===== src/rtl/rect_fill_ctrl_if.sv =====
// Command and pixel-write handshake bundle
// for the rectangle fill controller.
interface rect_fill_ctrl_if;
  logic        cmd_valid;
  logic        cmd_ready;
  logic [9:0]  cmd_x0;
  logic [9:0]  cmd_y0;
  logic [9:0]  cmd_x1;
  logic [9:0]  cmd_y1;
  logic [23:0] cmd_color;
  logic        wr_valid;
  logic        wr_ready;
  logic [9:0]  wr_x;
  logic [9:0]  wr_y;
  logic [23:0] wr_pixel;

  modport master (
    output cmd_valid,
    input  cmd_ready,
    output cmd_x0,
    output cmd_y0,
    output cmd_x1,
    output cmd_y1,
    output cmd_color,
    input  wr_valid,
    output wr_ready,
    input  wr_x,
    input  wr_y,
    input  wr_pixel
  );

  modport slave (
    input  cmd_valid,
    output cmd_ready,
    input  cmd_x0,
    input  cmd_y0,
    input  cmd_x1,
    input  cmd_y1,
    input  cmd_color,
    output wr_valid,
    input  wr_ready,
    output wr_x,
    output wr_y,
    output wr_pixel
  );
endinterface


===== src/rtl/rect_fill_ctrl.sv =====
// Rectangle fill controller: walks a checked
// rectangle row-major and emits pixel writes.
module rect_fill_ctrl #(
  parameter int H_ACTIVE = 640,
  parameter int V_ACTIVE = 480
) (
  input  logic        clk,
  input  logic        rst_n,
  rect_fill_ctrl_if.slave bus,
  input  logic        abort,
  output logic        busy,
  output logic        done,
  output logic        err,
  output logic [18:0] pix_count
);

  typedef enum logic [1:0] {
    IDLE,
    CHECK,
    FILL,
    FINISH
  } state_t;

  state_t      r_state;
  state_t      w_next;
  logic        r_cmd_ready;
  logic        r_wr_valid;
  logic        r_busy;
  logic        r_done;
  logic        r_err;
  logic [9:0]  r_x0;
  logic [9:0]  r_y0;
  logic [9:0]  r_x1;
  logic [9:0]  r_y1;
  logic [23:0] r_color;
  logic [9:0]  r_wr_x;
  logic [9:0]  r_wr_y;
  logic [23:0] r_wr_pixel;
  logic [18:0] r_pix_count;

  logic w_accept;
  logic w_bad;
  logic w_hs;
  logic w_last;
  logic w_eol;

  assign w_accept = (r_state == IDLE)
                  & bus.cmd_valid
                  & r_cmd_ready;
  assign w_bad = (r_x0 > r_x1)
               | (r_y0 > r_y1)
               | (int'(r_x1) >= H_ACTIVE)
               | (int'(r_y1) >= V_ACTIVE);
  assign w_hs   = r_wr_valid & bus.wr_ready;
  assign w_eol  = (r_wr_x == r_x1);
  assign w_last = w_eol & (r_wr_y == r_y1);

  always_comb begin
    w_next = r_state;
    unique case (r_state)
      IDLE: begin
        if (w_accept) w_next = CHECK;
      end
      CHECK: begin
        w_next = w_bad ? IDLE : FILL;
      end
      FILL: begin
        // abort wins over a final handshake
        if (abort)
          w_next = IDLE;
        else if (w_hs && w_last)
          w_next = FINISH;
      end
      FINISH: begin
        w_next = IDLE;
      end
      default: w_next = IDLE;
    endcase
  end

  always_ff @(posedge clk or negedge rst_n) begin
    if (!rst_n) begin
      r_state     <= IDLE;
      r_cmd_ready <= 1'b0;
      r_wr_valid  <= 1'b0;
      r_busy      <= 1'b0;
      r_done      <= 1'b0;
      r_err       <= 1'b0;
      r_x0        <= '0;
      r_y0        <= '0;
      r_x1        <= '0;
      r_y1        <= '0;
      r_color     <= '0;
      r_wr_x      <= '0;
      r_wr_y      <= '0;
      r_wr_pixel  <= '0;
      r_pix_count <= '0;
    end else begin
      r_state     <= w_next;
      r_cmd_ready <= (w_next == IDLE);
      r_busy      <= (w_next != IDLE);
      r_done      <= (w_next == FINISH);
      r_wr_valid  <= (w_next == FILL);
      r_err       <= (r_state == CHECK)
                   & w_bad;
      if (w_accept) begin
        r_x0        <= bus.cmd_x0;
        r_y0        <= bus.cmd_y0;
        r_x1        <= bus.cmd_x1;
        r_y1        <= bus.cmd_y1;
        r_color     <= bus.cmd_color;
        r_pix_count <= '0;
      end
      if (r_state == CHECK && !w_bad) begin
        r_wr_x     <= r_x0;
        r_wr_y     <= r_y0;
        r_wr_pixel <= r_color;
      end
      if (r_state == FILL && w_hs) begin
        r_pix_count <= r_pix_count + 19'd1;
        if (!w_last) begin
          if (w_eol) begin
            r_wr_x <= r_x0;
            r_wr_y <= r_wr_y + 10'd1;
          end else begin
            r_wr_x <= r_wr_x + 10'd1;
          end
        end
      end
    end
  end

  assign bus.cmd_ready = r_cmd_ready;
  assign bus.wr_valid  = r_wr_valid;
  assign bus.wr_x      = r_wr_x;
  assign bus.wr_y      = r_wr_y;
  assign bus.wr_pixel  = r_wr_pixel;
  assign busy          = r_busy;
  assign done          = r_done;
  assign err           = r_err;
  assign pix_count     = r_pix_count;

endmodule


===== src/flat_wrapper.sv =====
// flat-port wrapper written by rule: the top's interface ports become plain ports
module rect_fill_ctrl_flat 
#(
  parameter int H_ACTIVE = 640,
  parameter int V_ACTIVE = 480
)
  (clk, rst_n, abort, busy, done, err, pix_count, bus_cmd_valid, bus_cmd_ready, bus_cmd_x0, bus_cmd_y0, bus_cmd_x1, bus_cmd_y1, bus_cmd_color, bus_wr_valid, bus_wr_ready, bus_wr_x, bus_wr_y, bus_wr_pixel);
  rect_fill_ctrl_if bus_i ();
  input  logic clk;
  input  logic rst_n;
  input  logic abort;
  output logic busy;
  output logic done;
  output logic err;
  output logic [18:0] pix_count;
  input wire logic [$bits(bus_i.cmd_valid)-1:0] bus_cmd_valid;
  output wire logic [$bits(bus_i.cmd_ready)-1:0] bus_cmd_ready;
  input wire logic [$bits(bus_i.cmd_x0)-1:0] bus_cmd_x0;
  input wire logic [$bits(bus_i.cmd_y0)-1:0] bus_cmd_y0;
  input wire logic [$bits(bus_i.cmd_x1)-1:0] bus_cmd_x1;
  input wire logic [$bits(bus_i.cmd_y1)-1:0] bus_cmd_y1;
  input wire logic [$bits(bus_i.cmd_color)-1:0] bus_cmd_color;
  output wire logic [$bits(bus_i.wr_valid)-1:0] bus_wr_valid;
  input wire logic [$bits(bus_i.wr_ready)-1:0] bus_wr_ready;
  output wire logic [$bits(bus_i.wr_x)-1:0] bus_wr_x;
  output wire logic [$bits(bus_i.wr_y)-1:0] bus_wr_y;
  output wire logic [$bits(bus_i.wr_pixel)-1:0] bus_wr_pixel;
  assign bus_i.cmd_valid = bus_cmd_valid;
  assign bus_cmd_ready = bus_i.cmd_ready;
  assign bus_i.cmd_x0 = bus_cmd_x0;
  assign bus_i.cmd_y0 = bus_cmd_y0;
  assign bus_i.cmd_x1 = bus_cmd_x1;
  assign bus_i.cmd_y1 = bus_cmd_y1;
  assign bus_i.cmd_color = bus_cmd_color;
  assign bus_wr_valid = bus_i.wr_valid;
  assign bus_i.wr_ready = bus_wr_ready;
  assign bus_wr_x = bus_i.wr_x;
  assign bus_wr_y = bus_i.wr_y;
  assign bus_wr_pixel = bus_i.wr_pixel;
  rect_fill_ctrl #(.H_ACTIVE(H_ACTIVE), .V_ACTIVE(V_ACTIVE)) u_core (.clk(clk), .rst_n(rst_n), .bus(bus_i), .abort(abort), .busy(busy), .done(done), .err(err), .pix_count(pix_count));
endmodule

===== config.mk =====
export PLATFORM = sky130hd
export DESIGN_NAME = rect_fill_ctrl_flat
export DESIGN_NICKNAME = d
export VERILOG_FILES = /design/src/rtl/rect_fill_ctrl_if.sv /design/src/rtl/rect_fill_ctrl.sv /design/src/flat_wrapper.sv
export SDC_FILE = /design/constraint.sdc
export NUM_CORES = 1
export LEC_CHECK = 0
export CAP_MARGIN = 20
export CORE_ASPECT_RATIO = 1.5
export CORE_MARGIN = 3
export CORE_UTILIZATION = 25
export DETAILED_ROUTE_END_ITERATION = 6
export SYNTH_ARGS = -nofsm -noshare
export SYNTH_HDL_FRONTEND = slang
export SYNTH_SLANG_ARGS = --single-unit

===== constraint.sdc =====
create_clock -name clk -period 6.5 [get_ports clk]
set_clock_uncertainty 0.2 [all_clocks]
set_input_delay 0.65 -clock clk [delete_from_list [all_inputs] [get_ports clk]]
set_output_delay 0.65 -clock clk [all_outputs]
set_load 0.01 [all_outputs]

After elaboration in Yosys (flattened, before gate mapping)
Cells that the tools add are included.
{"block": "totals", "regBits": 134, "in_bits": 69, "output_inout_bits": 68, "elab_cells": 60}
{"block": "op_classes", "addsub": 3, "n_lt_le_gt_ge": 4, "eq_ne": 7, "muxes": 15, "bitwise_logic": 8, "n_reduce_logical": 8}
{"cell": "2-to-1 mux 10 bit", "count": 8}
{"cell": "2-to-1 mux 19 bit", "count": 2}
{"cell": "adder 10 x 1 -> 10 bit (second input constant)", "count": 2}
{"cell": "== test 10 bit", "count": 2}
{"cell": "greater-than comparator 10 bit", "count": 2}
{"cell": "adder 19 x 1 -> 19 bit (second input constant)", "count": 1}
{"cell": "greater-or-equal comparator 10 bit (second input constant)", "count": 1}
{"cell": "greater-or-equal comparator 10 x 9 -> 1 bit (second input constant)", "count": 1}
{"cell": "== test 2 bit (second input constant)", "count": 4}
{"cell": "2-to-1 mux 2 bit", "count": 4}
{"cell": "case mux 2 bit (4 select lines)", "count": 1}
{"cell": "AND 1 bit", "count": 5}
{"cell": "logical NOT 2 bit", "count": 2}
{"cell": "nonzero test 2 bit", "count": 2}
{"cell": "logical AND 1 bit", "count": 3}
{"cell": "bitwise OR 1 bit", "count": 3}
{"cell": "== test 2 x 1 -> 1 bit (second input constant)", "count": 1}
{"cell": "logical NOT 1 bit", "count": 1}

Longest topological paths before layout
Gate-level depths: netlist of run 1.
{"block": "depth", "depth_word": 10, "ltp_mapped": 11, "mapped_depth_nobuf": 10}

Least setup slack after synthesis of run 1
Ideal clock, no wire load.
{"block": "synth_timing", "kind": "register to register", "start": "reg u_core.r_y1[5]", "end": "reg u_core.r_wr_y[0] (netlist: u_core.bus.wr_y[0])", "setup_ns": 0.126, "t_arrival_ns": 2.403, "required_time_ns": 6.174, "path_slack_ns": 3.771, "path_stages_with_launch": 11, "n_path_buf": 1, "synth_period_minus_slack_ns": 2.729, "path_cell_list": "dfrtp_1 > inv_1 > ha_1 > a21oi_2 > o21ai_1 > a2111oi_2 > o22ai_2 > or3_1 > buf_6 > and3_1 > a311o_1"}
{"block": "synth_between", "elab_chain_len": 10, "word_cells_on_any_way": 13, "classes_between": "order compare: 2; eq/ne: 1; mux: 4; bitwise: 4; reduce/logical: 2"}
{"item": "start, declared", "line_no": "rect_fill_ctrl.sv:34", "source": "logic [9:0] r_y1;"}
{"item": "start signal, assigned", "line_no": "rect_fill_ctrl.sv:110", "source": "r_y1 <= bus.cmd_y1;"}
{"item": "greater-than comparator 10 bit", "line_no": "rect_fill_ctrl.sv:51", "source": "| (r_y0 > r_y1)"}
{"item": "bitwise OR 1 bit", "line_no": "rect_fill_ctrl.sv:51"}
{"item": "bitwise OR 1 bit", "line_no": "rect_fill_ctrl.sv:52", "source": "| (int'(r_x1) >= H_ACTIVE)"}
{"item": "bitwise OR 1 bit", "line_no": "rect_fill_ctrl.sv:53", "source": "| (int'(r_y1) >= V_ACTIVE);"}
{"item": "logical NOT 1 bit", "line_no": "rect_fill_ctrl.sv:114", "source": "if (r_state == CHECK && !w_bad) begin"}
{"item": "logical AND 1 bit", "line_no": "rect_fill_ctrl.sv:114"}
{"item": "2-to-1 mux 10 bit", "line_no": "rect_fill_ctrl.sv:114"}
{"item": "2-to-1 mux 10 bit", "line_no": "rect_fill_ctrl.sv:122", "source": "if (w_eol) begin"}
{"item": "2-to-1 mux 10 bit", "line_no": "rect_fill_ctrl.sv:121", "source": "if (!w_last) begin"}
{"item": "2-to-1 mux 10 bit (*)", "line_no": "rect_fill_ctrl.sv:119", "source": "if (r_state == FILL && w_hs) begin"}
{"item": "end signal, assigned", "line_no": "rect_fill_ctrl.sv:116", "source": "r_wr_y <= r_y0;"}
{"item": "end signal, assigned", "line_no": "rect_fill_ctrl.sv:124", "source": "r_wr_y <= r_wr_y + 10'd1;"}
{"item": "end, declared", "line_no": "rect_fill_ctrl.sv:37", "source": "logic [9:0] r_wr_y;"}
Every way passes the cells marked *; elsewhere a longest branch is shown, timed or not.
A chain may end at the register's enable or synchronous reset.

Worst setup path after layout of run 1
{"block": "layout_timing", "start": "reg u_core.r_y1[6]", "end": "reg u_core.r_wr_y[2] (netlist: u_core.bus.wr_y[2])"}
The elaborated chain is that of the path after synthesis.

==> results of run 1 <==
-- worst max path at each step --
stage	depth (start not counted)	start	slack (ns)	to
3_5_place_dp	9	u_core.r_y1[8]	3.14	u_core.bus.wr_y[2]
3_3_place_gp	9	u_core.r_y1[6]	3.19	u_core.bus.wr_y[2]
6_report	9	u_core.r_y1[6]	3.18	u_core.bus.wr_y[2]
2_1_floorplan	10	u_core.r_y1[5]	3.77	u_core.bus.wr_y[0]
4_1_cts	9	u_core.r_y1[8]	3.14	u_core.bus.wr_y[2]
5_1_grt	9	u_core.r_y1[8]	2.97	u_core.bus.wr_y[2]
-- registers in the layout (all words and copies together) (netlist names), 2 cells and up --
signal and flops:
u_core.bus.wr_y 10, u_core.r_y0 10, u_core.bus.wr_pixel 24, u_core.bus.wr_x 10, u_core.r_x0 10, u_core.pix_count 19
u_core.r_x1 10, u_core.r_color 24, u_core.r_state 2, u_core.r_y1 10
-- cells by family (layout without fill, tap and decap cells) --
| group | after synthesis | after routing | share of synthesized area |
|---|---|---|---|
| flops | 134 | 134 | 0.528 |
| xor+xnor | 23 | 23 | 0.0317 |
| compound gates | 116 | 116 | 0.112 |
| mux | 4 | 4 | 0.00631 |
| buf+inv | 62 | 204 | 0.0390 |
| fa+ha+maj | 23 | 23 | 0.0454 |
| simple gates | 356 | 356 | 0.237 |
-- power by group --
group          total (uW)  switching, uW  internal, uW
Clock                 923            347           576
Combinational        1480            826           658
Sequential           1470            313          1160
Total                3880           1490          2400
-- layout make-up --
| type | count | area share |
|---|---|---|
| sequential | 134 | 0.390 |
| clock buffer | 24 | 0.0548 |
| inverter | 32 | 0.0140 |
| multi-input combinational | 522 | 0.321 |
| timing repair buffer | 143 | 0.165 |
| clock inverter | 5 | 0.00873 |
| tap | 324 | 0.0471 |
-- metrics by stage --
step | power (uW) | instances | setup slack (ns) | util
final | 3880 | 1184 | 3.18 | 0.348
after global routing | 4190 | 1184 | 2.97 | 0.348
after global placement | 2960 | 1155 | 3.19 | 0.326
after detailed placement | 2990 | 1155 | 3.14 | 0.326
after floorplan | 2310 | 718 | 3.77 | -
after CTS | 3940 | 1184 | 3.14 | 0.348
-- Yosys cell counts, drive strengths merged (2+ instances only) --
| master | n |
|---|---|
| nand2 | 254 |
| dfrtp | 134 |
| o21ai | 62 |
| inv | 32 |
| nor2 | 32 |
| ha | 23 |
| nand3 | 22 |
| a21oi | 20 |
| clkbuf | 19 |
| xor2 | 18 |
| and3 | 13 |
| nand4 | 12 |
| buf | 11 |
| a211oi | 8 |
| xnor2 | 5 |
| a311oi | 4 |
| a31oi | 4 |
| and2 | 4 |
| mux2i | 4 |
| nand2b | 4 |
| nor3 | 4 |
| nor4 | 4 |
| o22ai | 4 |
| a2111oi | 2 |
| o31ai | 2 |
| or2 | 2 |
-- metal layers --
| metal | global-route usage | vias to the layer above | share of wire |
|---|---|---|---|
| li1 | - | 2649 | - |
| met1 | 0.169 | 2627 | 0.41 |
| met2 | 0.241 | 142 | 0.51 |
| met3 | 0.0305 | 33 | 0.046 |
| met4 | 0.0620 | 0 | 0.031 |
| met5 | 0 | - | 0 |
-- critical path, stage by stage, from the launching register on --
cell	delay, ns
dfrtp_1	0.42
inv_1	0.08
ha_1	0.29
nand4_1	0.17
a211oi_1	0.08
a2111oi_2	0.39
o22ai_2	0.20
o31ai_2	0.95
o21ai_0	0.23
a21oi_1	0.22
==> summary.md, run 1 <==
| Metric | Value |
|---|---|
| Outcome | `finished clean` |
| Cts bufs inserted | `17` |
| CTS Sinks | `134` |
| Peak Freq | `0.301 GHz` |
| Arr. time, crit path | `roughly 3.5 ns` |
| Multi-input gate area | `2760 um2` |
| Most frequent cells in the layout | `nand2_1, clkdlybuf4s50_1, dfrtp_1` |
| RSZ-0062 raised after global routing | `false` |
| Synth Register Bits | `134` |
| TritonCTS clock tree | `built` |
| Initial antenna violation count | `0` |
| Initial Utilization | `0.257` |
| Post-CTS Resized | `0` |
| Worst-margin pin slew | `1.08 ns` |
| Initial DRT Pass Iterations | `6` |
| Worst-Skew Late Latency | `0.42 ns` |
| FF-to-FF Start | `u_core.r_y1[6]` |
| Area after DPL | `8050 um2` |
| Final Hold Viols | `0` |
| Leak pwr | `between 0.003 and 0.004 uW` |
| Global-route wire length before repair | `30200 um` |
| Worst Path Max Fanout | `12` |
| Antenna viol nets, final | `0` |
| Number of synthesized flops with an enable pin | `0` |
| Pwr dens | `451 nW/um2` |
| Syn avg cell area | `8.84 um2` |
| Final wirelength | `approximately 19000 um` |
| Filler cells | `2589` |
| Reg2Reg Depth | `9` |
| Site row count | `70` |
| Cells after Synth | `718` |
| Largest net degree at the start of global routing | `81` |
| Most common cell after layout, fill and taps aside | `nand2_1` |
| Post-CTS setup buffer count | `0` |
| R2r setup slk | `3.18 ns` |
| Gr usage total | `0.141` |
| Fraction of layout cells with a size suffix above 1 | `0.0547` |
| Critical Path RT | `~6.7 ns` |
| Hold Buf Count CTS | `0` |
| Clock buffer depth | `2` |
| H-tree levels | `4` |
| Routed wire length per instance | `15.8 um` |
| Synth warnings | `0` |
| Dominant cells by area after synthesis | `dfrtp_1, nand2_1, o21ai_0` |
| Clock Pin Slew Worst Setup and Hold Paths | `0.06 ns` |
| Number of global-route vias before repair | `5573` |
| Setup-failing EPs final | `0` |
| DRC | `0` |
| Relative slew slack | `0.273` |
| Register area | `around 3400 um2` |
| Min-delay worst type | `input pin to asynchronous set/reset pin` |
| Die area | `about 27000 um2` |
| Height of the die | `201 um` |
| Final period utilization | `0.511` |
| Synthesized area | `6340 um2` |
| Design area | `8600 um2` |
| Fin Hold WS | `0.0471 ns` |
| Min cycle time layout | `3.32 ns` |
| Max VDD drop | `0.204 mV` |
| Final #Nets | `942` |
| Drt via density | `between 4 and 5` |
| Post-synthesis sequential area ratio | `0.528` |
| GP Congestion | `about 0.84` |
| Ys async rst share | `1.00` |
| Core Box Area | `24700 um2` |
| Max cap viols | `0` |
| Worst R2R End | `u_core.bus.wr_y[2]` |
| Setup CP Type | `flip-flop to flip-flop` |
| Worst Setup End Kind | `flip-flop` |
| Area grow syn2layout | `35.6%` |
| Post-detail-place hpwl | `approximately 13000 um` |
| Critical path startpoint category | `flip-flop` |
| Antenna Cells | `0` |
| GRT overflow | `0` |
| Die width | `136 um` |
| Post-synth top area cell | `dfrtp_1` |
| Port buffer count | `136` |
| # IOs | `around 140` |
| Setup TNS | `0 ns` |
| Total number of vias | `5451` |
| Synth unique cells | `47` |
| Top FF cell, synth | `dfrtp_1` |
| Synthesized Nets | `810` |
| Share of the synthesized area in the top cell type | `0.528` |
| Clk root buf | `clkbuf_16` |
| Max-slew violations | `0` |
| DRT iter0 DRCs | `roughly 400` |
(Power assumes the default switching activity.)
==> run 2: changes to the inputs <==
- clock period: 6.5 -> 3.1 ns (I/O delays scaled with it)
==> run 2 against run 1 <==
  * Clock power increased to 2.5 times the previous value
  * Cell area increased by 3.0%
  * Fmax increased by 16%
  * Sequential power increased by 110%
  * Combinational power increased by 120%
  * Critical endpoint is now u_core.bus.wr_y[0]
  * Largest cell class unchanged
==> summary.md, run 2 (synthesis results as in run 1) <==
| Metric | Value |
|---|---|
| R2r setup slk | `0.23 ns (-2.95 ns)` |
| Worst-margin pin slew | `0.807 ns (-0.278 ns)` |
| Critical path capture point | `u_core.bus.wr_y[0]` |
| GRT overflow | `0 (unchanged)` |
| Arr. time, crit path | `2.97 ns (-0.50 ns)` |
| GRT met3 Usage | `0.0325 (+0.00200)` |
| Max-slew violations | `0 (unchanged)` |
| Port buffer count | `136 (unchanged)` |
| Max VDD drop | `0.331 mV (+62%)` |
| H-tree levels | `4 (unchanged)` |
| Routed wire length per instance | `15.8 um (about the same)` |
| Outcome | `finished clean` |
| Min cycle time layout | `2.87 ns (-0.448 ns)` |
| Cts bufs inserted | `17 (unchanged)` |
| Setup-failing EPs final | `0 (unchanged)` |
| Antenna viol nets, final | `0 (unchanged)` |
| RSZ-0062 raised after global routing | `false` |
| Number of global-route vias before repair | `5551 (-0.39%)` |
| WP buf/inv | `1 (unchanged)` |
| GP Congestion | `0.827 (-2.0%)` |
| WP depth | `9 (unchanged)` |
| Fraction of layout cells with a size suffix above 1 | `0.0731 (+0.0184)` |
| Worst Setup End Kind | `flip-flop` |
| Setup CP Type | `flip-flop to flip-flop` |
| Initial antenna violation count | `0 (unchanged)` |
| Leak pwr | `0.00413 uW (+3.3%)` |
| Final wirelength | `18900 um (+1.3%)` |
| Die width | `136 um (unchanged)` |
| Reg2Reg Depth | `9 (unchanged)` |
| Overall Power | `8610 uW (+120%)` |
| Grt peak-use layer | `met2` |
| # IOs | `137 (unchanged)` |
| CTS Sinks | `134 (unchanged)` |
| DRC | `0 (unchanged)` |
| Most common cell after layout, fill and taps aside | `nand2_1` |
| Register area | `3350 um2 (unchanged)` |
| Core Box Area | `24700 um2 (unchanged)` |
| Pwr dens | `972 nW/um2 (+120%)` |
| Grt met1 use | `0.171 (+0.00184)` |
| Post-detail-place hpwl | `13700 um (+3.3%)` |
| Max cap viols | `0 (unchanged)` |
| Die area | `27400 um2 (unchanged)` |
| Min-delay worst type | `input pin to asynchronous set/reset pin` |
| Final Hold Viols | `0 (unchanged)` |
| Final period utilization | `0.926 (+0.416)` |
| Worst Path Max Fanout | `6 (-6)` |
| Setup TNS | `0 ns (unchanged)` |
| CP Launch Point | `u_core.r_x1[5]` |
| Largest net degree at the start of global routing | `72 (-11%)` |
| Post-CTS setup buffer count | `0 (unchanged)` |
| Drt via density | `4.54 (-1.5%)` |
| Most frequent cells in the layout | `nand2_1, clkdlybuf4s50_1, dfrtp_1` |
| Filler cells | `2533 (-2.2%)` |
| Relative slew slack | `0.460 (+0.187)` |
| Critical path startpoint category | `flip-flop` |
| Initial Utilization | `0.257 (unchanged)` |
| Total number of vias | `5442 (-0.17%)` |
| Antenna Cells | `0 (unchanged)` |
| Crit-path max cell delay | `0.51 ns (-0.44 ns)` |
| Worst R2R End | `u_core.bus.wr_y[0]` |
| Critical Path RT | `3.20 ns (-3.45 ns)` |
| Peak Freq | `0.348 GHz (+16%)` |
| Final #Nets | `955 (+1.4%)` |
| Top delay family on crit path | `compound AO/OA/AOI/OAI gates` |
| Height of the die | `201 um (unchanged)` |
| Global-route wire length before repair | `30200 um (about the same)` |
| Crit path cell chain | `inv_1, ha_1, a21oi_2, o21ai_1, a2111oi_2, o22ai_2, or3_1, and3_1, a311o_1` |
| DRT iter0 DRCs | `341 (-15%)` |
| Initial DRT Pass Iterations | `4 (-2)` |
| Core Util, Final | `0.359 (+0.0106)` |
| Met2 usage | `0.246 (+0.00496)` |
| Slowest cell on crit path | `or3_1` |
| Area grow syn2layout | `39.7%` |
| Site row count | `70 (unchanged)` |
| Worst-Skew Late Latency | `0.42 ns (about the same)` |
| Clock buffer depth | `2 (unchanged)` |
| Gr usage total | `0.142 (+0.000621)` |
| TritonCTS clock tree | `built` |
| Clock Pin Slew Worst Setup and Hold Paths | `0.06 ns (about the same)` |
| Clk root buf | `clkbuf_16` |
| Multi-input gate area | `2760 um2 (-0.18%)` |
| FF-to-FF Start | `u_core.r_x1[5]` |
-- run 2: changes by cell type in the layout (fill, tap and decap cells not counted), sizes merged --
cell	change
dlygate4sd3	+1
buf	+12
clkbuf	-4
clkinv	+3
bufinv	+4
-- run 2: layout make-up --
class | count | share of cell area
Multi-Input combinational cell | 522 | 0.311
Inverter | 32 | 0.0136
Tap cell | 324 | 0.0457
Sequential cell | 134 | 0.378
Clock inverter | 12 | 0.0254
Timing Repair Buffer | 156 | 0.176
Clock buffer | 20 | 0.0504
-- run 2: metrics by stage --
step / hold WS [ns] / setup WS, ns / cell area [um2] / std cells
after floorplan: -0.186 / 0.371 / 6340 / 718
after detailed placement: 0.0973 / 0.164 / 8180 / 1167
after global placement: 0.0911 / 0.272 / 8180 / 1167
after global routing: 0.198 / 0.0370 / 8860 / 1200
final: 0.211 / 0.228 / 8860 / 1200
after CTS: 0.189 / 0.165 / 8860 / 1200
-- run 2: timing repair --
action                                  4_1_cts  5_1_grt
endpoints found under the setup margin        0        1
resized for setup                             0        1
hold buffers                                  1        0
hold endpoints to repair                     46        0
-- run 2: per-layer routing --
layer	part of all wire	vias up
li1	-	2683
met1	0.41	2610
met2	0.52	132
met3	0.052	17
met4	0.019	0
met5	0	-
-- run 2: worst min path at each step --
stage / startpoint / to / slack, ns / depth (start not counted)
2_1_floorplan: rst_n / u_core.bus.cmd_ready / -0.19 / 0
3_3_place_gp: rst_n / u_core.bus.wr_y[6] / 0.09 / 1
3_5_place_dp: rst_n / u_core.bus.wr_y[6] / 0.1 / 1
4_1_cts: bus_cmd_color[8] / u_core.r_color[8] / 0.19 / 3
5_1_grt: bus_cmd_color[2] / u_core.r_color[2] / 0.20 / 3
6_report: rst_n / u_core.r_y1[3] / 0.21 / 2
-- run 2: power breakdown --
part	total [uW]	switching, uW	internal, uW
combinational	3220	1750	1470
sequential	3080	646	2440
clock	2310	783	1530
total	8610	3180	5430
==> run 3: changes to the inputs <==
- SLEW_MARGIN: not set -> 30
==> results of run 3 <==
No change in the layout: final DEF, timing and power equal those of run 2.
